<file path="src/rtl/nasti_buf_pkg.sv">
// Shared constants for the NASTI channel buffer: channel indices and the
// packed payload width of each channel (every field except valid/ready).
package nasti_buf_pkg;

  localparam int CH_AW = 0;
  localparam int CH_W  = 1;
  localparam int CH_B  = 2;
  localparam int CH_AR = 3;
  localparam int CH_R  = 4;

  // len + size + burst + lock + cache + prot + qos + region
  localparam int AX_FIXED_W = 8 + 3 + 2 + 1 + 4 + 3 + 4 + 4;

  function automatic int aw_width(int id_w, int addr_w, int user_w);
    return id_w + addr_w + user_w + AX_FIXED_W;
  endfunction

  function automatic int ar_width(int id_w, int addr_w, int user_w);
    return id_w + addr_w + user_w + AX_FIXED_W;
  endfunction

  function automatic int w_width(int data_w, int user_w);
    return data_w + data_w / 8 + 1 + user_w;
  endfunction

  function automatic int b_width(int id_w, int user_w);
    return id_w + 2 + user_w;
  endfunction

  function automatic int r_width(int id_w, int data_w, int user_w);
    return id_w + data_w + 2 + 1 + user_w;
  endfunction

endpackage

</file>
<file path="src/rtl/nasti_ar.sv">
// NASTI read-address channel.
interface nasti_ar #(
  parameter int ID_WIDTH   = 1,
  parameter int ADDR_WIDTH = 8,
  parameter int USER_WIDTH = 1
);
  logic [ID_WIDTH-1:0]   id;
  logic [ADDR_WIDTH-1:0] addr;
  logic [7:0]            len;
  logic [2:0]            size;
  logic [1:0]            burst;
  logic                  lock;
  logic [3:0]            cache;
  logic [2:0]            prot;
  logic [3:0]            qos;
  logic [3:0]            region;
  logic [USER_WIDTH-1:0] user;
  logic                  valid;
  logic                  ready;

  modport master (output id, addr, len, size, burst, lock, cache, prot, qos,
                  region, user, valid, input ready);
  modport slave  (input id, addr, len, size, burst, lock, cache, prot, qos,
                  region, user, valid, output ready);
endinterface

</file>
<file path="src/rtl/nasti_aw.sv">
// NASTI write-address channel. Handshake: a beat transfers on a rising edge
// where valid && ready; once valid is high the payload is held until then.
interface nasti_aw #(
  parameter int ID_WIDTH   = 1,
  parameter int ADDR_WIDTH = 8,
  parameter int USER_WIDTH = 1
);
  logic [ID_WIDTH-1:0]   id;
  logic [ADDR_WIDTH-1:0] addr;
  logic [7:0]            len;
  logic [2:0]            size;
  logic [1:0]            burst;
  logic                  lock;
  logic [3:0]            cache;
  logic [2:0]            prot;
  logic [3:0]            qos;
  logic [3:0]            region;
  logic [USER_WIDTH-1:0] user;
  logic                  valid;
  logic                  ready;

  modport master (output id, addr, len, size, burst, lock, cache, prot, qos,
                  region, user, valid, input ready);
  modport slave  (input id, addr, len, size, burst, lock, cache, prot, qos,
                  region, user, valid, output ready);
endinterface

</file>
<file path="src/rtl/nasti_b.sv">
// NASTI write-response channel; the slave side drives payload and valid.
interface nasti_b #(
  parameter int ID_WIDTH   = 1,
  parameter int USER_WIDTH = 1
);
  logic [ID_WIDTH-1:0]   id;
  logic [1:0]            resp;
  logic [USER_WIDTH-1:0] user;
  logic                  valid;
  logic                  ready;

  modport master (input id, resp, user, valid, output ready);
  modport slave  (output id, resp, user, valid, input ready);
endinterface

</file>
<file path="src/rtl/nasti_r.sv">
// NASTI read-data channel; the slave side drives payload and valid.
interface nasti_r #(
  parameter int ID_WIDTH   = 1,
  parameter int DATA_WIDTH = 8,
  parameter int USER_WIDTH = 1
);
  logic [ID_WIDTH-1:0]   id;
  logic [DATA_WIDTH-1:0] data;
  logic [1:0]            resp;
  logic                  last;
  logic [USER_WIDTH-1:0] user;
  logic                  valid;
  logic                  ready;

  modport master (input id, data, resp, last, user, valid, output ready);
  modport slave  (output id, data, resp, last, user, valid, input ready);
endinterface

</file>
<file path="src/rtl/nasti_w.sv">
// NASTI write-data channel (AXI4, no write id).
interface nasti_w #(
  parameter int DATA_WIDTH = 8,
  parameter int USER_WIDTH = 1
);
  logic [DATA_WIDTH-1:0]   data;
  logic [DATA_WIDTH/8-1:0] strb;
  logic                    last;
  logic [USER_WIDTH-1:0]   user;
  logic                    valid;
  logic                    ready;

  modport master (output data, strb, last, user, valid, input ready);
  modport slave  (input data, strb, last, user, valid, output ready);
endinterface

</file>
<file path="src/rtl/nasti_buf_fifo.sv">
// Single-clock FIFO for one packed channel payload. DEPTH=0 is a wire;
// otherwise valid/ready come straight from the count register.
module nasti_buf_fifo #(
  parameter int WIDTH = 1,
  parameter int DEPTH = 2
) (
  input  logic             clk,
  input  logic             rst,
  input  logic             in_valid_i,
  output logic             in_ready_o,
  input  logic [WIDTH-1:0] in_data_i,
  output logic             out_valid_o,
  input  logic             out_ready_i,
  output logic [WIDTH-1:0] out_data_o
);

  if (DEPTH == 0) begin : g_pass
    assign out_valid_o = in_valid_i;
    assign in_ready_o  = out_ready_i;
    assign out_data_o  = in_data_i;

    logic unused_clk_rst;
    assign unused_clk_rst = clk ^ rst;
  end else begin : g_fifo
    localparam int PTR_W = (DEPTH > 1) ? $clog2(DEPTH) : 1;
    localparam int CNT_W = $clog2(DEPTH + 1);
    localparam logic [PTR_W-1:0] LAST_PTR = PTR_W'(DEPTH - 1);
    localparam logic [CNT_W-1:0] FULL_CNT = CNT_W'(DEPTH);

    logic [WIDTH-1:0] mem_q [DEPTH];
    logic [PTR_W-1:0] wr_ptr_q, wr_ptr_d;
    logic [PTR_W-1:0] rd_ptr_q, rd_ptr_d;
    logic [CNT_W-1:0] count_q, count_d;
    logic             push, pop;

    // Ready ignores a same-cycle pop so no input reaches any ready/valid.
    assign in_ready_o  = (count_q != FULL_CNT);
    assign out_valid_o = (count_q != '0);
    assign out_data_o  = mem_q[rd_ptr_q];
    assign push        = in_valid_i && in_ready_o;
    assign pop         = out_valid_o && out_ready_i;

    always_comb begin
      wr_ptr_d = wr_ptr_q;
      rd_ptr_d = rd_ptr_q;
      count_d  = count_q;
      if (push) wr_ptr_d = (wr_ptr_q == LAST_PTR) ? '0 : wr_ptr_q + 1'b1;
      if (pop)  rd_ptr_d = (rd_ptr_q == LAST_PTR) ? '0 : rd_ptr_q + 1'b1;
      if (push && !pop)      count_d = count_q + 1'b1;
      else if (pop && !push) count_d = count_q - 1'b1;
    end

    always_ff @(posedge clk) begin
      if (rst) begin
        wr_ptr_q <= '0;
        rd_ptr_q <= '0;
        count_q  <= '0;
      end else begin
        wr_ptr_q <= wr_ptr_d;
        rd_ptr_q <= rd_ptr_d;
        count_q  <= count_d;
      end
    end

    always_ff @(posedge clk) begin
      if (push) mem_q[wr_ptr_q] <= in_data_i;
    end
  end

endmodule

</file>
<file path="src/rtl/nasti_channel_buf.sv">
// Five independent NASTI channel FIFOs. Defining NASTI_CHANNEL_BUF_CHK_EN adds
// the err port and a sticky checker for source-side valid/payload stability.
module nasti_channel_buf
  import nasti_buf_pkg::*;
#(
  parameter int ID_WIDTH   = 1,
  parameter int ADDR_WIDTH = 8,
  parameter int DATA_WIDTH = 8,
  parameter int USER_WIDTH = 1,
  parameter int ADDR_DEPTH = 2,
  parameter int DATA_DEPTH = 2
) (
  input logic     clk,
  input logic     rst,
  nasti_aw.slave  s_aw,
  nasti_w.slave   s_w,
  nasti_b.slave   s_b,
  nasti_ar.slave  s_ar,
  nasti_r.slave   s_r,
  nasti_aw.master m_aw,
  nasti_w.master  m_w,
  nasti_b.master  m_b,
  nasti_ar.master m_ar,
  nasti_r.master  m_r
`ifdef NASTI_CHANNEL_BUF_CHK_EN
  ,
  output logic [4:0] err
`endif
);

  localparam int AW_W = aw_width(ID_WIDTH, ADDR_WIDTH, USER_WIDTH);
  localparam int W_W  = w_width(DATA_WIDTH, USER_WIDTH);
  localparam int B_W  = b_width(ID_WIDTH, USER_WIDTH);
  localparam int AR_W = ar_width(ID_WIDTH, ADDR_WIDTH, USER_WIDTH);
  localparam int R_W  = r_width(ID_WIDTH, DATA_WIDTH, USER_WIDTH);

  logic [AW_W-1:0] aw_in, aw_out;
  logic [W_W-1:0]  w_in,  w_out;
  logic [B_W-1:0]  b_in,  b_out;
  logic [AR_W-1:0] ar_in, ar_out;
  logic [R_W-1:0]  r_in,  r_out;

  assign aw_in = {s_aw.id, s_aw.addr, s_aw.len, s_aw.size, s_aw.burst, s_aw.lock,
                  s_aw.cache, s_aw.prot, s_aw.qos, s_aw.region, s_aw.user};
  assign {m_aw.id, m_aw.addr, m_aw.len, m_aw.size, m_aw.burst, m_aw.lock,
          m_aw.cache, m_aw.prot, m_aw.qos, m_aw.region, m_aw.user} = aw_out;

  assign w_in = {s_w.data, s_w.strb, s_w.last, s_w.user};
  assign {m_w.data, m_w.strb, m_w.last, m_w.user} = w_out;

  // Response channels flow downstream to upstream.
  assign b_in = {m_b.id, m_b.resp, m_b.user};
  assign {s_b.id, s_b.resp, s_b.user} = b_out;

  assign ar_in = {s_ar.id, s_ar.addr, s_ar.len, s_ar.size, s_ar.burst, s_ar.lock,
                  s_ar.cache, s_ar.prot, s_ar.qos, s_ar.region, s_ar.user};
  assign {m_ar.id, m_ar.addr, m_ar.len, m_ar.size, m_ar.burst, m_ar.lock,
          m_ar.cache, m_ar.prot, m_ar.qos, m_ar.region, m_ar.user} = ar_out;

  assign r_in = {m_r.id, m_r.data, m_r.resp, m_r.last, m_r.user};
  assign {s_r.id, s_r.data, s_r.resp, s_r.last, s_r.user} = r_out;

  nasti_buf_fifo #(.WIDTH(AW_W), .DEPTH(ADDR_DEPTH)) u_aw_fifo (
    .clk(clk), .rst(rst),
    .in_valid_i(s_aw.valid), .in_ready_o(s_aw.ready), .in_data_i(aw_in),
    .out_valid_o(m_aw.valid), .out_ready_i(m_aw.ready), .out_data_o(aw_out)
  );

  nasti_buf_fifo #(.WIDTH(W_W), .DEPTH(DATA_DEPTH)) u_w_fifo (
    .clk(clk), .rst(rst),
    .in_valid_i(s_w.valid), .in_ready_o(s_w.ready), .in_data_i(w_in),
    .out_valid_o(m_w.valid), .out_ready_i(m_w.ready), .out_data_o(w_out)
  );

  nasti_buf_fifo #(.WIDTH(B_W), .DEPTH(ADDR_DEPTH)) u_b_fifo (
    .clk(clk), .rst(rst),
    .in_valid_i(m_b.valid), .in_ready_o(m_b.ready), .in_data_i(b_in),
    .out_valid_o(s_b.valid), .out_ready_i(s_b.ready), .out_data_o(b_out)
  );

  nasti_buf_fifo #(.WIDTH(AR_W), .DEPTH(ADDR_DEPTH)) u_ar_fifo (
    .clk(clk), .rst(rst),
    .in_valid_i(s_ar.valid), .in_ready_o(s_ar.ready), .in_data_i(ar_in),
    .out_valid_o(m_ar.valid), .out_ready_i(m_ar.ready), .out_data_o(ar_out)
  );

  nasti_buf_fifo #(.WIDTH(R_W), .DEPTH(DATA_DEPTH)) u_r_fifo (
    .clk(clk), .rst(rst),
    .in_valid_i(m_r.valid), .in_ready_o(m_r.ready), .in_data_i(r_in),
    .out_valid_o(s_r.valid), .out_ready_i(s_r.ready), .out_data_o(r_out)
  );

`ifdef NASTI_CHANNEL_BUF_CHK_EN
  logic [4:0]      src_valid, src_ready, payload_chg;
  logic [4:0]      valid_q, ready_q, err_q;
  logic [AW_W-1:0] aw_hold_q;
  logic [W_W-1:0]  w_hold_q;
  logic [B_W-1:0]  b_hold_q;
  logic [AR_W-1:0] ar_hold_q;
  logic [R_W-1:0]  r_hold_q;

  assign src_valid[CH_AW] = s_aw.valid;
  assign src_valid[CH_W]  = s_w.valid;
  assign src_valid[CH_B]  = m_b.valid;
  assign src_valid[CH_AR] = s_ar.valid;
  assign src_valid[CH_R]  = m_r.valid;

  assign src_ready[CH_AW] = s_aw.ready;
  assign src_ready[CH_W]  = s_w.ready;
  assign src_ready[CH_B]  = m_b.ready;
  assign src_ready[CH_AR] = s_ar.ready;
  assign src_ready[CH_R]  = m_r.ready;

  assign payload_chg[CH_AW] = (aw_in != aw_hold_q);
  assign payload_chg[CH_W]  = (w_in  != w_hold_q);
  assign payload_chg[CH_B]  = (b_in  != b_hold_q);
  assign payload_chg[CH_AR] = (ar_in != ar_hold_q);
  assign payload_chg[CH_R]  = (r_in  != r_hold_q);

  // A stalled beat (valid && !ready last cycle) must keep valid and payload.
  always_ff @(posedge clk) begin
    if (rst) begin
      valid_q <= '0;
      ready_q <= '0;
      err_q   <= '0;
    end else begin
      valid_q <= src_valid;
      ready_q <= src_ready;
      err_q   <= err_q | (valid_q & ~ready_q & (~src_valid | payload_chg));
    end
  end

  always_ff @(posedge clk) begin
    aw_hold_q <= aw_in;
    w_hold_q  <= w_in;
    b_hold_q  <= b_in;
    ar_hold_q <= ar_in;
    r_hold_q  <= r_in;
  end

  assign err = err_q;
`endif

endmodule

</file>
<file path="src/flat_wrapper.sv">
// flat-port wrapper written by rule: the top's interface ports become plain ports
module nasti_channel_buf_flat import nasti_buf_pkg::*;
#(
  parameter int ID_WIDTH   = 1,
  parameter int ADDR_WIDTH = 8,
  parameter int DATA_WIDTH = 8,
  parameter int USER_WIDTH = 1,
  parameter int ADDR_DEPTH = 2,
  parameter int DATA_DEPTH = 2
)
  (clk, rst, s_aw_id, s_aw_addr, s_aw_len, s_aw_size, s_aw_burst, s_aw_lock, s_aw_cache, s_aw_prot, s_aw_qos, s_aw_region, s_aw_user, s_aw_valid, s_aw_ready, s_w_data, s_w_strb, s_w_last, s_w_user, s_w_valid, s_w_ready, s_b_id, s_b_resp, s_b_user, s_b_valid, s_b_ready, s_ar_id, s_ar_addr, s_ar_len, s_ar_size, s_ar_burst, s_ar_lock, s_ar_cache, s_ar_prot, s_ar_qos, s_ar_region, s_ar_user, s_ar_valid, s_ar_ready, s_r_id, s_r_data, s_r_resp, s_r_last, s_r_user, s_r_valid, s_r_ready, m_aw_id, m_aw_addr, m_aw_len, m_aw_size, m_aw_burst, m_aw_lock, m_aw_cache, m_aw_prot, m_aw_qos, m_aw_region, m_aw_user, m_aw_valid, m_aw_ready, m_w_data, m_w_strb, m_w_last, m_w_user, m_w_valid, m_w_ready, m_b_id, m_b_resp, m_b_user, m_b_valid, m_b_ready, m_ar_id, m_ar_addr, m_ar_len, m_ar_size, m_ar_burst, m_ar_lock, m_ar_cache, m_ar_prot, m_ar_qos, m_ar_region, m_ar_user, m_ar_valid, m_ar_ready, m_r_id, m_r_data, m_r_resp, m_r_last, m_r_user, m_r_valid, m_r_ready);
  nasti_aw #(.ID_WIDTH(ID_WIDTH), .ADDR_WIDTH(ADDR_WIDTH), .USER_WIDTH(USER_WIDTH)) s_aw_i ();
  nasti_w #(.DATA_WIDTH(DATA_WIDTH), .USER_WIDTH(USER_WIDTH)) s_w_i ();
  nasti_b #(.ID_WIDTH(ID_WIDTH), .USER_WIDTH(USER_WIDTH)) s_b_i ();
  nasti_ar #(.ID_WIDTH(ID_WIDTH), .ADDR_WIDTH(ADDR_WIDTH), .USER_WIDTH(USER_WIDTH)) s_ar_i ();
  nasti_r #(.ID_WIDTH(ID_WIDTH), .DATA_WIDTH(DATA_WIDTH), .USER_WIDTH(USER_WIDTH)) s_r_i ();
  nasti_aw #(.ID_WIDTH(ID_WIDTH), .ADDR_WIDTH(ADDR_WIDTH), .USER_WIDTH(USER_WIDTH)) m_aw_i ();
  nasti_w #(.DATA_WIDTH(DATA_WIDTH), .USER_WIDTH(USER_WIDTH)) m_w_i ();
  nasti_b #(.ID_WIDTH(ID_WIDTH), .USER_WIDTH(USER_WIDTH)) m_b_i ();
  nasti_ar #(.ID_WIDTH(ID_WIDTH), .ADDR_WIDTH(ADDR_WIDTH), .USER_WIDTH(USER_WIDTH)) m_ar_i ();
  nasti_r #(.ID_WIDTH(ID_WIDTH), .DATA_WIDTH(DATA_WIDTH), .USER_WIDTH(USER_WIDTH)) m_r_i ();
  input logic clk;
  input logic rst;
  input wire logic [$bits(s_aw_i.id)-1:0] s_aw_id;
  input wire logic [$bits(s_aw_i.addr)-1:0] s_aw_addr;
  input wire logic [$bits(s_aw_i.len)-1:0] s_aw_len;
  input wire logic [$bits(s_aw_i.size)-1:0] s_aw_size;
  input wire logic [$bits(s_aw_i.burst)-1:0] s_aw_burst;
  input wire logic [$bits(s_aw_i.lock)-1:0] s_aw_lock;
  input wire logic [$bits(s_aw_i.cache)-1:0] s_aw_cache;
  input wire logic [$bits(s_aw_i.prot)-1:0] s_aw_prot;
  input wire logic [$bits(s_aw_i.qos)-1:0] s_aw_qos;
  input wire logic [$bits(s_aw_i.region)-1:0] s_aw_region;
  input wire logic [$bits(s_aw_i.user)-1:0] s_aw_user;
  input wire logic [$bits(s_aw_i.valid)-1:0] s_aw_valid;
  output wire logic [$bits(s_aw_i.ready)-1:0] s_aw_ready;
  input wire logic [$bits(s_w_i.data)-1:0] s_w_data;
  input wire logic [$bits(s_w_i.strb)-1:0] s_w_strb;
  input wire logic [$bits(s_w_i.last)-1:0] s_w_last;
  input wire logic [$bits(s_w_i.user)-1:0] s_w_user;
  input wire logic [$bits(s_w_i.valid)-1:0] s_w_valid;
  output wire logic [$bits(s_w_i.ready)-1:0] s_w_ready;
  output wire logic [$bits(s_b_i.id)-1:0] s_b_id;
  output wire logic [$bits(s_b_i.resp)-1:0] s_b_resp;
  output wire logic [$bits(s_b_i.user)-1:0] s_b_user;
  output wire logic [$bits(s_b_i.valid)-1:0] s_b_valid;
  input wire logic [$bits(s_b_i.ready)-1:0] s_b_ready;
  input wire logic [$bits(s_ar_i.id)-1:0] s_ar_id;
  input wire logic [$bits(s_ar_i.addr)-1:0] s_ar_addr;
  input wire logic [$bits(s_ar_i.len)-1:0] s_ar_len;
  input wire logic [$bits(s_ar_i.size)-1:0] s_ar_size;
  input wire logic [$bits(s_ar_i.burst)-1:0] s_ar_burst;
  input wire logic [$bits(s_ar_i.lock)-1:0] s_ar_lock;
  input wire logic [$bits(s_ar_i.cache)-1:0] s_ar_cache;
  input wire logic [$bits(s_ar_i.prot)-1:0] s_ar_prot;
  input wire logic [$bits(s_ar_i.qos)-1:0] s_ar_qos;
  input wire logic [$bits(s_ar_i.region)-1:0] s_ar_region;
  input wire logic [$bits(s_ar_i.user)-1:0] s_ar_user;
  input wire logic [$bits(s_ar_i.valid)-1:0] s_ar_valid;
  output wire logic [$bits(s_ar_i.ready)-1:0] s_ar_ready;
  output wire logic [$bits(s_r_i.id)-1:0] s_r_id;
  output wire logic [$bits(s_r_i.data)-1:0] s_r_data;
  output wire logic [$bits(s_r_i.resp)-1:0] s_r_resp;
  output wire logic [$bits(s_r_i.last)-1:0] s_r_last;
  output wire logic [$bits(s_r_i.user)-1:0] s_r_user;
  output wire logic [$bits(s_r_i.valid)-1:0] s_r_valid;
  input wire logic [$bits(s_r_i.ready)-1:0] s_r_ready;
  output wire logic [$bits(m_aw_i.id)-1:0] m_aw_id;
  output wire logic [$bits(m_aw_i.addr)-1:0] m_aw_addr;
  output wire logic [$bits(m_aw_i.len)-1:0] m_aw_len;
  output wire logic [$bits(m_aw_i.size)-1:0] m_aw_size;
  output wire logic [$bits(m_aw_i.burst)-1:0] m_aw_burst;
  output wire logic [$bits(m_aw_i.lock)-1:0] m_aw_lock;
  output wire logic [$bits(m_aw_i.cache)-1:0] m_aw_cache;
  output wire logic [$bits(m_aw_i.prot)-1:0] m_aw_prot;
  output wire logic [$bits(m_aw_i.qos)-1:0] m_aw_qos;
  output wire logic [$bits(m_aw_i.region)-1:0] m_aw_region;
  output wire logic [$bits(m_aw_i.user)-1:0] m_aw_user;
  output wire logic [$bits(m_aw_i.valid)-1:0] m_aw_valid;
  input wire logic [$bits(m_aw_i.ready)-1:0] m_aw_ready;
  output wire logic [$bits(m_w_i.data)-1:0] m_w_data;
  output wire logic [$bits(m_w_i.strb)-1:0] m_w_strb;
  output wire logic [$bits(m_w_i.last)-1:0] m_w_last;
  output wire logic [$bits(m_w_i.user)-1:0] m_w_user;
  output wire logic [$bits(m_w_i.valid)-1:0] m_w_valid;
  input wire logic [$bits(m_w_i.ready)-1:0] m_w_ready;
  input wire logic [$bits(m_b_i.id)-1:0] m_b_id;
  input wire logic [$bits(m_b_i.resp)-1:0] m_b_resp;
  input wire logic [$bits(m_b_i.user)-1:0] m_b_user;
  input wire logic [$bits(m_b_i.valid)-1:0] m_b_valid;
  output wire logic [$bits(m_b_i.ready)-1:0] m_b_ready;
  output wire logic [$bits(m_ar_i.id)-1:0] m_ar_id;
  output wire logic [$bits(m_ar_i.addr)-1:0] m_ar_addr;
  output wire logic [$bits(m_ar_i.len)-1:0] m_ar_len;
  output wire logic [$bits(m_ar_i.size)-1:0] m_ar_size;
  output wire logic [$bits(m_ar_i.burst)-1:0] m_ar_burst;
  output wire logic [$bits(m_ar_i.lock)-1:0] m_ar_lock;
  output wire logic [$bits(m_ar_i.cache)-1:0] m_ar_cache;
  output wire logic [$bits(m_ar_i.prot)-1:0] m_ar_prot;
  output wire logic [$bits(m_ar_i.qos)-1:0] m_ar_qos;
  output wire logic [$bits(m_ar_i.region)-1:0] m_ar_region;
  output wire logic [$bits(m_ar_i.user)-1:0] m_ar_user;
  output wire logic [$bits(m_ar_i.valid)-1:0] m_ar_valid;
  input wire logic [$bits(m_ar_i.ready)-1:0] m_ar_ready;
  input wire logic [$bits(m_r_i.id)-1:0] m_r_id;
  input wire logic [$bits(m_r_i.data)-1:0] m_r_data;
  input wire logic [$bits(m_r_i.resp)-1:0] m_r_resp;
  input wire logic [$bits(m_r_i.last)-1:0] m_r_last;
  input wire logic [$bits(m_r_i.user)-1:0] m_r_user;
  input wire logic [$bits(m_r_i.valid)-1:0] m_r_valid;
  output wire logic [$bits(m_r_i.ready)-1:0] m_r_ready;
  assign s_aw_i.id = s_aw_id;
  assign s_aw_i.addr = s_aw_addr;
  assign s_aw_i.len = s_aw_len;
  assign s_aw_i.size = s_aw_size;
  assign s_aw_i.burst = s_aw_burst;
  assign s_aw_i.lock = s_aw_lock;
  assign s_aw_i.cache = s_aw_cache;
  assign s_aw_i.prot = s_aw_prot;
  assign s_aw_i.qos = s_aw_qos;
  assign s_aw_i.region = s_aw_region;
  assign s_aw_i.user = s_aw_user;
  assign s_aw_i.valid = s_aw_valid;
  assign s_aw_ready = s_aw_i.ready;
  assign s_w_i.data = s_w_data;
  assign s_w_i.strb = s_w_strb;
  assign s_w_i.last = s_w_last;
  assign s_w_i.user = s_w_user;
  assign s_w_i.valid = s_w_valid;
  assign s_w_ready = s_w_i.ready;
  assign s_b_id = s_b_i.id;
  assign s_b_resp = s_b_i.resp;
  assign s_b_user = s_b_i.user;
  assign s_b_valid = s_b_i.valid;
  assign s_b_i.ready = s_b_ready;
  assign s_ar_i.id = s_ar_id;
  assign s_ar_i.addr = s_ar_addr;
  assign s_ar_i.len = s_ar_len;
  assign s_ar_i.size = s_ar_size;
  assign s_ar_i.burst = s_ar_burst;
  assign s_ar_i.lock = s_ar_lock;
  assign s_ar_i.cache = s_ar_cache;
  assign s_ar_i.prot = s_ar_prot;
  assign s_ar_i.qos = s_ar_qos;
  assign s_ar_i.region = s_ar_region;
  assign s_ar_i.user = s_ar_user;
  assign s_ar_i.valid = s_ar_valid;
  assign s_ar_ready = s_ar_i.ready;
  assign s_r_id = s_r_i.id;
  assign s_r_data = s_r_i.data;
  assign s_r_resp = s_r_i.resp;
  assign s_r_last = s_r_i.last;
  assign s_r_user = s_r_i.user;
  assign s_r_valid = s_r_i.valid;
  assign s_r_i.ready = s_r_ready;
  assign m_aw_id = m_aw_i.id;
  assign m_aw_addr = m_aw_i.addr;
  assign m_aw_len = m_aw_i.len;
  assign m_aw_size = m_aw_i.size;
  assign m_aw_burst = m_aw_i.burst;
  assign m_aw_lock = m_aw_i.lock;
  assign m_aw_cache = m_aw_i.cache;
  assign m_aw_prot = m_aw_i.prot;
  assign m_aw_qos = m_aw_i.qos;
  assign m_aw_region = m_aw_i.region;
  assign m_aw_user = m_aw_i.user;
  assign m_aw_valid = m_aw_i.valid;
  assign m_aw_i.ready = m_aw_ready;
  assign m_w_data = m_w_i.data;
  assign m_w_strb = m_w_i.strb;
  assign m_w_last = m_w_i.last;
  assign m_w_user = m_w_i.user;
  assign m_w_valid = m_w_i.valid;
  assign m_w_i.ready = m_w_ready;
  assign m_b_i.id = m_b_id;
  assign m_b_i.resp = m_b_resp;
  assign m_b_i.user = m_b_user;
  assign m_b_i.valid = m_b_valid;
  assign m_b_ready = m_b_i.ready;
  assign m_ar_id = m_ar_i.id;
  assign m_ar_addr = m_ar_i.addr;
  assign m_ar_len = m_ar_i.len;
  assign m_ar_size = m_ar_i.size;
  assign m_ar_burst = m_ar_i.burst;
  assign m_ar_lock = m_ar_i.lock;
  assign m_ar_cache = m_ar_i.cache;
  assign m_ar_prot = m_ar_i.prot;
  assign m_ar_qos = m_ar_i.qos;
  assign m_ar_region = m_ar_i.region;
  assign m_ar_user = m_ar_i.user;
  assign m_ar_valid = m_ar_i.valid;
  assign m_ar_i.ready = m_ar_ready;
  assign m_r_i.id = m_r_id;
  assign m_r_i.data = m_r_data;
  assign m_r_i.resp = m_r_resp;
  assign m_r_i.last = m_r_last;
  assign m_r_i.user = m_r_user;
  assign m_r_i.valid = m_r_valid;
  assign m_r_ready = m_r_i.ready;
  nasti_channel_buf #(.ID_WIDTH(ID_WIDTH), .ADDR_WIDTH(ADDR_WIDTH), .DATA_WIDTH(DATA_WIDTH), .USER_WIDTH(USER_WIDTH), .ADDR_DEPTH(ADDR_DEPTH), .DATA_DEPTH(DATA_DEPTH)) u_core (.clk(clk), .rst(rst), .s_aw(s_aw_i), .s_w(s_w_i), .s_b(s_b_i), .s_ar(s_ar_i), .s_r(s_r_i), .m_aw(m_aw_i), .m_w(m_w_i), .m_b(m_b_i), .m_ar(m_ar_i), .m_r(m_r_i));
endmodule
</file>
<file path="config.mk">
export PLATFORM = sky130hd
export DESIGN_NAME = nasti_channel_buf_flat
export DESIGN_NICKNAME = d
export VERILOG_FILES = /design/src/rtl/nasti_buf_pkg.sv /design/src/rtl/nasti_ar.sv /design/src/rtl/nasti_aw.sv /design/src/rtl/nasti_b.sv /design/src/rtl/nasti_r.sv /design/src/rtl/nasti_w.sv /design/src/rtl/nasti_buf_fifo.sv /design/src/rtl/nasti_channel_buf.sv /design/src/flat_wrapper.sv
export SDC_FILE = /design/constraint.sdc
export NUM_CORES = 1
export LEC_CHECK = 0
export CORE_MARGIN = 1
export CORE_UTILIZATION = 44
export CTS_BUF_LIST = sky130_fd_sc_hd__clkbuf_4 sky130_fd_sc_hd__clkbuf_8 sky130_fd_sc_hd__clkbuf_16
export DETAILED_ROUTE_END_ITERATION = 6
export PLACE_DENSITY = 0.76
export SYNTH_ARGS = -nofsm -noshare
export SYNTH_HDL_FRONTEND = slang
export SYNTH_HIERARCHICAL = 1
export SYNTH_SLANG_ARGS = --single-unit
</file>
<file path="constraint.sdc">
create_clock -name clk -period 1.97 [get_ports clk]
set_input_delay 0.394 -clock clk [delete_from_list [all_inputs] [get_ports clk]]
set_output_delay 0.394 -clock clk [all_outputs]
set_load 0.01 [all_outputs]
</file>
* Word-level counts from Yosys, hierarchy flattened
Memories as Yosys holds them, arrays and structs flattened. A register that Yosys moved wholly into a read port is not among the register bits.
Index checks and enable logic that the tools add are counted.
Widths: inputs -> output; s select.
** Word-level totals
- Bits in registers :: 20
- Memory bits (writable) :: 212
- Logic and storage cells :: 125
- Memories kept :: 5
** Memories
- u_core.u_ar_fifo.g_fifo.mem_q :: depth 2, width 39, read ports 1, clocked after memory_dff 1, write ports 1, line nasti_buf_fifo.sv:30 : logic [WIDTH-1:0] mem_q [DEPTH];
- u_core.u_aw_fifo.g_fifo.mem_q :: depth 2, width 39, read ports 1, clocked after memory_dff 1, write ports 1, line nasti_buf_fifo.sv:30
- u_core.u_r_fifo.g_fifo.mem_q :: depth 2, width 13, read ports 1, clocked after memory_dff 1, write ports 1, line nasti_buf_fifo.sv:30
- u_core.u_w_fifo.g_fifo.mem_q :: depth 2, width 11, read ports 1, clocked after memory_dff 1, write ports 1, line nasti_buf_fifo.sv:30
- u_core.u_b_fifo.g_fifo.mem_q :: depth 2, width 4, read ports 1, clocked after memory_dff 1, write ports 1, line nasti_buf_fifo.sv:30
** Operators by class
- Add/subtract/negate cells :: 20
- Eq/ne operators :: 5
- Multiplexer cells :: 40
- Reduce and logical (&&, ||, !) cells :: 40
** Operators by type and width (number)
- $mux 1 :: 30
- $logic_and 1x1->1 :: 20
- $mux 2 :: 10
- $reduce_bool 2->1 :: 10
- $add 1x1->1 const B :: 10
- $add 2x1->2 const B :: 5
- $logic_not 1->1 :: 10
- $ne 2x2->1 const B :: 5
- $sub 2x1->2 const B :: 5

* Logic depth before layout (Yosys ltp)
- Word-level depth :: 6
- Depth in mapped cells :: 6

* Hierarchy
The synthesis kept the hierarchy.
** By module, submodules not included
- nasti_buf_fifo at u_core.u_ar_fifo ... :: times used 2, cells an instance 145, area an instance 3032.9 µm², seq. area each 2442.3 µm²
- nasti_buf_fifo at u_core.u_r_fifo :: times used 1, cells an instance 64, area an instance 1162.4 µm², seq. area each 880.8 µm²
- nasti_buf_fifo at u_core.u_w_fifo :: times used 1, cells an instance 58, area an instance 1012.2 µm², seq. area each 760.7 µm²
- nasti_buf_fifo at u_core.u_b_fifo :: times used 1, cells an instance 36, area an instance 508.0 µm², seq. area each 340.3 µm²

* Worst setup path before layout
Ideal clock, no wire load.
- Kind :: reg-to-reg
- From :: register u_core.u_ar_fifo.g_fifo.count_q[0]
- To :: memory u_core/u_ar_fifo/g_fifo.mem_q[1][0] (netlist name) (enable)
- Library setup time :: 0.400 ns
- Data arrival time :: 1.629 ns
- Data required time :: 1.570 ns
- Slack :: -0.060 ns
- Cell stages (with the launch flop) :: 3
- Path buffers :: 0
- Cell sequence :: dfxtp_1 -> nand2b_1 -> and3_1
** Between the ends
- Cells in the longest elaborated chain, start to end :: 4
** Ends and longest elaborated chain
- from (decl) :: line nasti_buf_fifo.sv:33 : logic [CNT_W-1:0] count_q, count_d;
- from (signal assigned) :: line nasti_buf_fifo.sv:61 : count_q <= count_d;
- $ne 2x2->1 :: line nasti_buf_fifo.sv:37 : assign in_ready_o = (count_q != FULL_CNT);
- net s_ar_ready :: line flat_wrapper.sv:60 : output wire logic [$bits(s_ar_i.ready)-1:0] s_ar_ready;
- $logic_and 1x1->1 :: line nasti_buf_fifo.sv:40 : assign push = in_valid_i && in_ready_o;
- $mux 1 :: line nasti_buf_fifo.sv:66 : if (push) mem_q[wr_ptr_q] <= in_data_i;
- $mux 1 (implied by the code) :: line nasti_buf_fifo.sv:66
- to (decl) :: line nasti_buf_fifo.sv:30
The timed path passes the listed nets, and every way through them passes these cells.

==> impl_results.md <==
* Clock H-tree levels at 1
* Flop-to-flop setup slack at 0.28 ns
* Cells after synthesis at 448
* Sinks on the clock net at ~240
* Number of distinct library cells after synthesis at 20
* Startpoint kind of the worst setup timing path: flip-flop
* Area of the die at 0.02045 mm²
* Share of async-settable or async-resettable flops after synthesis at 0
* Slew margin rel. at 0.6483
* Library cell used as clock root buffer: sky130_fd_sc_hd__clkbuf_16
* Vias in the first global route at 5304
* Row Count at 51
* Overflow left after global routing at 0
* Routability congestion estimate from global placement at 0.7231
* DRC Markers at 0
* Proportion of layout cells with a drive suffix above 1 at 0.4148
* I/O pin total at approximately 230
* Core region area at 0.01946 mm²
* Arrival @ worst endpoint at 1.70 ns
* Final setup viols at 60
* Syn_area_per_cell at 19.53 µm²
* Seq/Total Area, Yosys at 0.7849
* Hold wc startpoint: s_ar_len[1]
* Reg2Reg Depth at 5
* Sink of the worst hold path: u_core/u_ar_fifo/g_fifo.mem_q[0][23]
* Ratio of final minimum period to clock period at 1.062
* Final Util at 0.6712
* Pwr Density at 1290 mW/mm²
* Worst-Skew Late Latency at 0.52 ns
* Maximum number of pins on one net before global-route repair at 40
* First-pass GRT wire length at 28060 µm
* Average wire per standard cell at 19.16 µm
* Final-report max-slew violation count at 0
* Synth Cell Area at 0.008748 mm²
* Final setup margin at -0.1223 ns
* Fin. Hold Viols at 0
* Launching point of the worst reg2reg path: u_core/u_ar_fifo/g_fifo.count_q[0]
* Setup slack after placement at 0.02517 ns
* VDD IR max at 0.6960 mV
* Violations in the final reports: negative setup slack
* Bufs and invs on worst path at 4
* Cell types with the largest area share after synthesis: sky130_fd_sc_hd__edfxtp_1, sky130_fd_sc_hd__mux2_2, sky130_fd_sc_hd__dfxtp_1
* Number of storage elements in the synthesis netlist at 237
* Number of warnings reported in the yosys synthesis log at 6
* Worst min-delay path class: input pin to flip-flop
* RSZ-0062 raised after global routing: true
* Cell class contributing the biggest share of worst-path delay: buffers and inverters
* Hold path cells at 1
* Total of buffers placed on input and output ports at 233
* Antenna violations before repair at 0
* Shortest clock period the worst path allows after layout at 2.092 ns
* Maximum fanout along the worst path at 5
* Number of buffers on the longest clock path at 3
* Clock tree from TritonCTS: yes
* Crit-path cells: buf_12 -> buf_16 -> buf_8 -> mux2_4 -> buf_6
* Total via count after detailed routing at approximately 5000
* Area share of the leading cell type in the synthesized netlist at 0.7277
* Sum of net half-perimeters after detailed placement at roughly 11000 µm
* Worst-path clk slew at 0.06 ns
* Worst reg2reg endpoint: u_core/u_ar_fifo/g_fifo.count_q[1]
* Hold-fix buffers at CTS at 0
* Tightest Pin Transition at 0.5270 ns
* Clock skew after layout at 0.01564 ns
* Setup TNS at -4.211 ns
* Synthesized Nets at 571
* Die W at 143.0 µm
* Total CTS buffers at 25
* Max-capacitance violation count at 0
* Area added between synthesis and finish at 49.33%
* Critical path class: flip-flop to primary output
* Max incr delay on CP at around 0.36 ns
* Status: finished with violations
* Nature of the critical path endpoint: primary output
* Synth top cells by count: sky130_fd_sc_hd__edfxtp_1, sky130_fd_sc_hd__mux2_2, sky130_fd_sc_hd__dfxtp_1
* Most repeated cell in the gate-level netlist after synthesis: sky130_fd_sc_hd__edfxtp_1
* Antenna fix cells at 0
* EDFF count, synth at 212
* Static leakage power at 4.959 nW
* Total number of nets in the final design at ~860
* Remaining antenna violation count at 0
* Cell type with the highest aggregate area in the netlist: sky130_fd_sc_hd__edfxtp_1
* GRT Overall Usage at 0.1811
* Die Ht at 143.0 µm
* Critical-path cell with the highest stage delay: sky130_fd_sc_hd__dfxtp_4
* Initial Util at 0.4495
* Detailed Route WL at 19590 µm
* Vias per cell at slightly below 5
* Total iterations of the first detailed-routing run at 4
* Top flip-flop cell by instance count after synthesis: sky130_fd_sc_hd__edfxtp_1
* Highest Clock Rate at 477.9 MHz
* Crit path required time at 1.58 ns
* Violation count after the first detailed-routing iteration at between 200 and 250
## cells in the final DEF, fill, tap and decap left out, types with 3 or more instances in the layout
cell type | Yosys | final
sky130_fd_sc_hd__edfxtp_1 | 212 | 212
sky130_fd_sc_hd__clkdlybuf4s50_1 | 0 | 117
sky130_fd_sc_hd__buf_6 | 2 | 88
sky130_fd_sc_hd__mux2_4 | 0 | 76
sky130_fd_sc_hd__mux2_2 | 106 | 30
sky130_fd_sc_hd__clkbuf_16 | 0 | 26
sky130_fd_sc_hd__buf_2 | 6 | 24
sky130_fd_sc_hd__dfxtp_1 | 25 | 16
sky130_fd_sc_hd__xor2_1 | 15 | 15
sky130_fd_sc_hd__nor2_1 | 15 | 15
sky130_fd_sc_hd__dlygate4sd2_1 | 0 | 14
sky130_fd_sc_hd__o21ai_0 | 10 | 10
sky130_fd_sc_hd__a21oi_1 | 10 | 10
sky130_fd_sc_hd__buf_12 | 0 | 9
sky130_fd_sc_hd__buf_16 | 0 | 7
sky130_fd_sc_hd__buf_8 | 0 | 7
sky130_fd_sc_hd__clkbuf_4 | 0 | 6
sky130_fd_sc_hd__buf_4 | 2 | 6
sky130_fd_sc_hd__dfxtp_2 | 0 | 6
sky130_fd_sc_hd__clkinv_2 | 0 | 5
sky130_fd_sc_hd__clkinv_1 | 0 | 5
sky130_fd_sc_hd__and2_1 | 5 | 5
sky130_fd_sc_hd__or2_2 | 5 | 5
sky130_fd_sc_hd__nand3b_1 | 5 | 5
sky130_fd_sc_hd__inv_1 | 5 | 5
sky130_fd_sc_hd__a21bo_2 | 5 | 5
sky130_fd_sc_hd__or3_1 | 5 | 5
sky130_fd_sc_hd__ha_1 | 5 | 5
sky130_fd_sc_hd__dfxtp_4 | 0 | 3
sky130_fd_sc_hd__nand2b_4 | 1 | 3
sky130_fd_sc_hd__and3_1 | 5 | 3
## report_power, final
group | leakage (nW) | total, W | switching [W] | internal [W]
combinational | 2.40 | 0.00595 | 0.00242 | 0.00354
sequential | 2.19 | 0.00671 | 0.000361 | 0.00635
clock | 0.372 | 0.00420 | 0.00180 | 0.00240
total | 4.96 | 0.0169 | 0.00458 | 0.0123
## layer usage
layer / global-route usage / vias up / share of wire
met5: 0 / - / 0
li1: - / 2323 / -
met2: 0.3297 / 191 / 0.52
met1: 0.2073 / 2508 / 0.38
met3: 0.04896 / 34 / 0.073
met4: 0.05150 / 0 / 0.025
## state kept, by name, indices dropped and copies added (netlist names), 2 cells and up, named ones only
| register | count |
|---|---|
| u_core/u_w_fifo/g_fifo.mem_q | 22 |
| u_core/u_aw_fifo/g_fifo.mem_q | 78 |
| u_core/u_b_fifo/g_fifo.mem_q | 8 |
| u_core/u_r_fifo/g_fifo.mem_q | 26 |
| u_core/u_b_fifo/g_fifo.count_q | 2 |
| u_core/u_w_fifo/g_fifo.count_q | 2 |
| u_core/u_aw_fifo/g_fifo.count_q | 2 |
| u_core/u_ar_fifo/g_fifo.count_q | 2 |
| u_core/u_r_fifo/g_fifo.count_q | 2 |
| u_core/u_ar_fifo/g_fifo.mem_q | 78 |
## cell families (layout without fill, tap and decap cells)
family / Yosys count / after routing / share of synthesized area
buffers and inverters: 15 / 324 / 0.009868
AND/OR/NAND/NOR: 45 / 45 / 0.02946
multiplexers: 106 / 106 / 0.1364
adder cells (fa/ha/maj): 5 / 5 / 0.007151
AO/OA/AOI/OAI: 25 / 25 / 0.01716
XOR/XNOR: 15 / 15 / 0.01502
flip-flops: 237 / 237 / 0.7849
## stage by stage
step | cells | total power (W) | hold WS [ns] | instance area [µm²]
after CTS | 1021 | 0.01662 | 0.4373 | 12850
after global routing | 1022 | 0.01758 | 0.4393 | 13060
after detailed placement | 948 | 0.01140 | 0.4954 | 11530
after global placement | 948 | 0.01124 | 0.4882 | 11530
after floorplan | 448 | 0.009004 | 0.4631 | 8751
final | 1022 | 0.01686 | 0.4597 | 13060
## timing repair
item                       4_1_cts  5_1_grt
gates cloned                     9        1
gates resized for setup        568       64
setup buffers                   21        3
setup endpoints to repair      116       84
## worst max-delay path by stage
stage	end	slack [ns]	cells after the start	startpoint
2_1_floorplan	u_core/u_ar_fifo/g_fifo.mem_q[0][0]	0.08	3	u_core/u_ar_fifo/g_fifo.count_q[0]
3_3_place_gp	u_core/u_ar_fifo/g_fifo.count_q[1]	0.07	5	s_ar_valid
3_5_place_dp	u_core/u_r_fifo/g_fifo.count_q[1]	0.03	5	m_r_valid
4_1_cts	m_ar_region[0]	-0.17	4	flip-flop
5_1_grt	m_aw_burst[1]	-0.18	5	flip-flop
6_report	m_aw_lock	-0.12	5	flip-flop
## layout make-up
type | instances | area [µm²]
fill | 1255 | 6399
tap | 265 | 331.6
clock inverter | 12 | 61.31
sequential | 237 | 6885
multi-input combinational | 196 | 2101
timing repair buffer | 276 | 2995
clock buffer | 31 | 670.6
inverter | 5 | 18.77
Note: power is estimated with default switching activity, not from simulation.
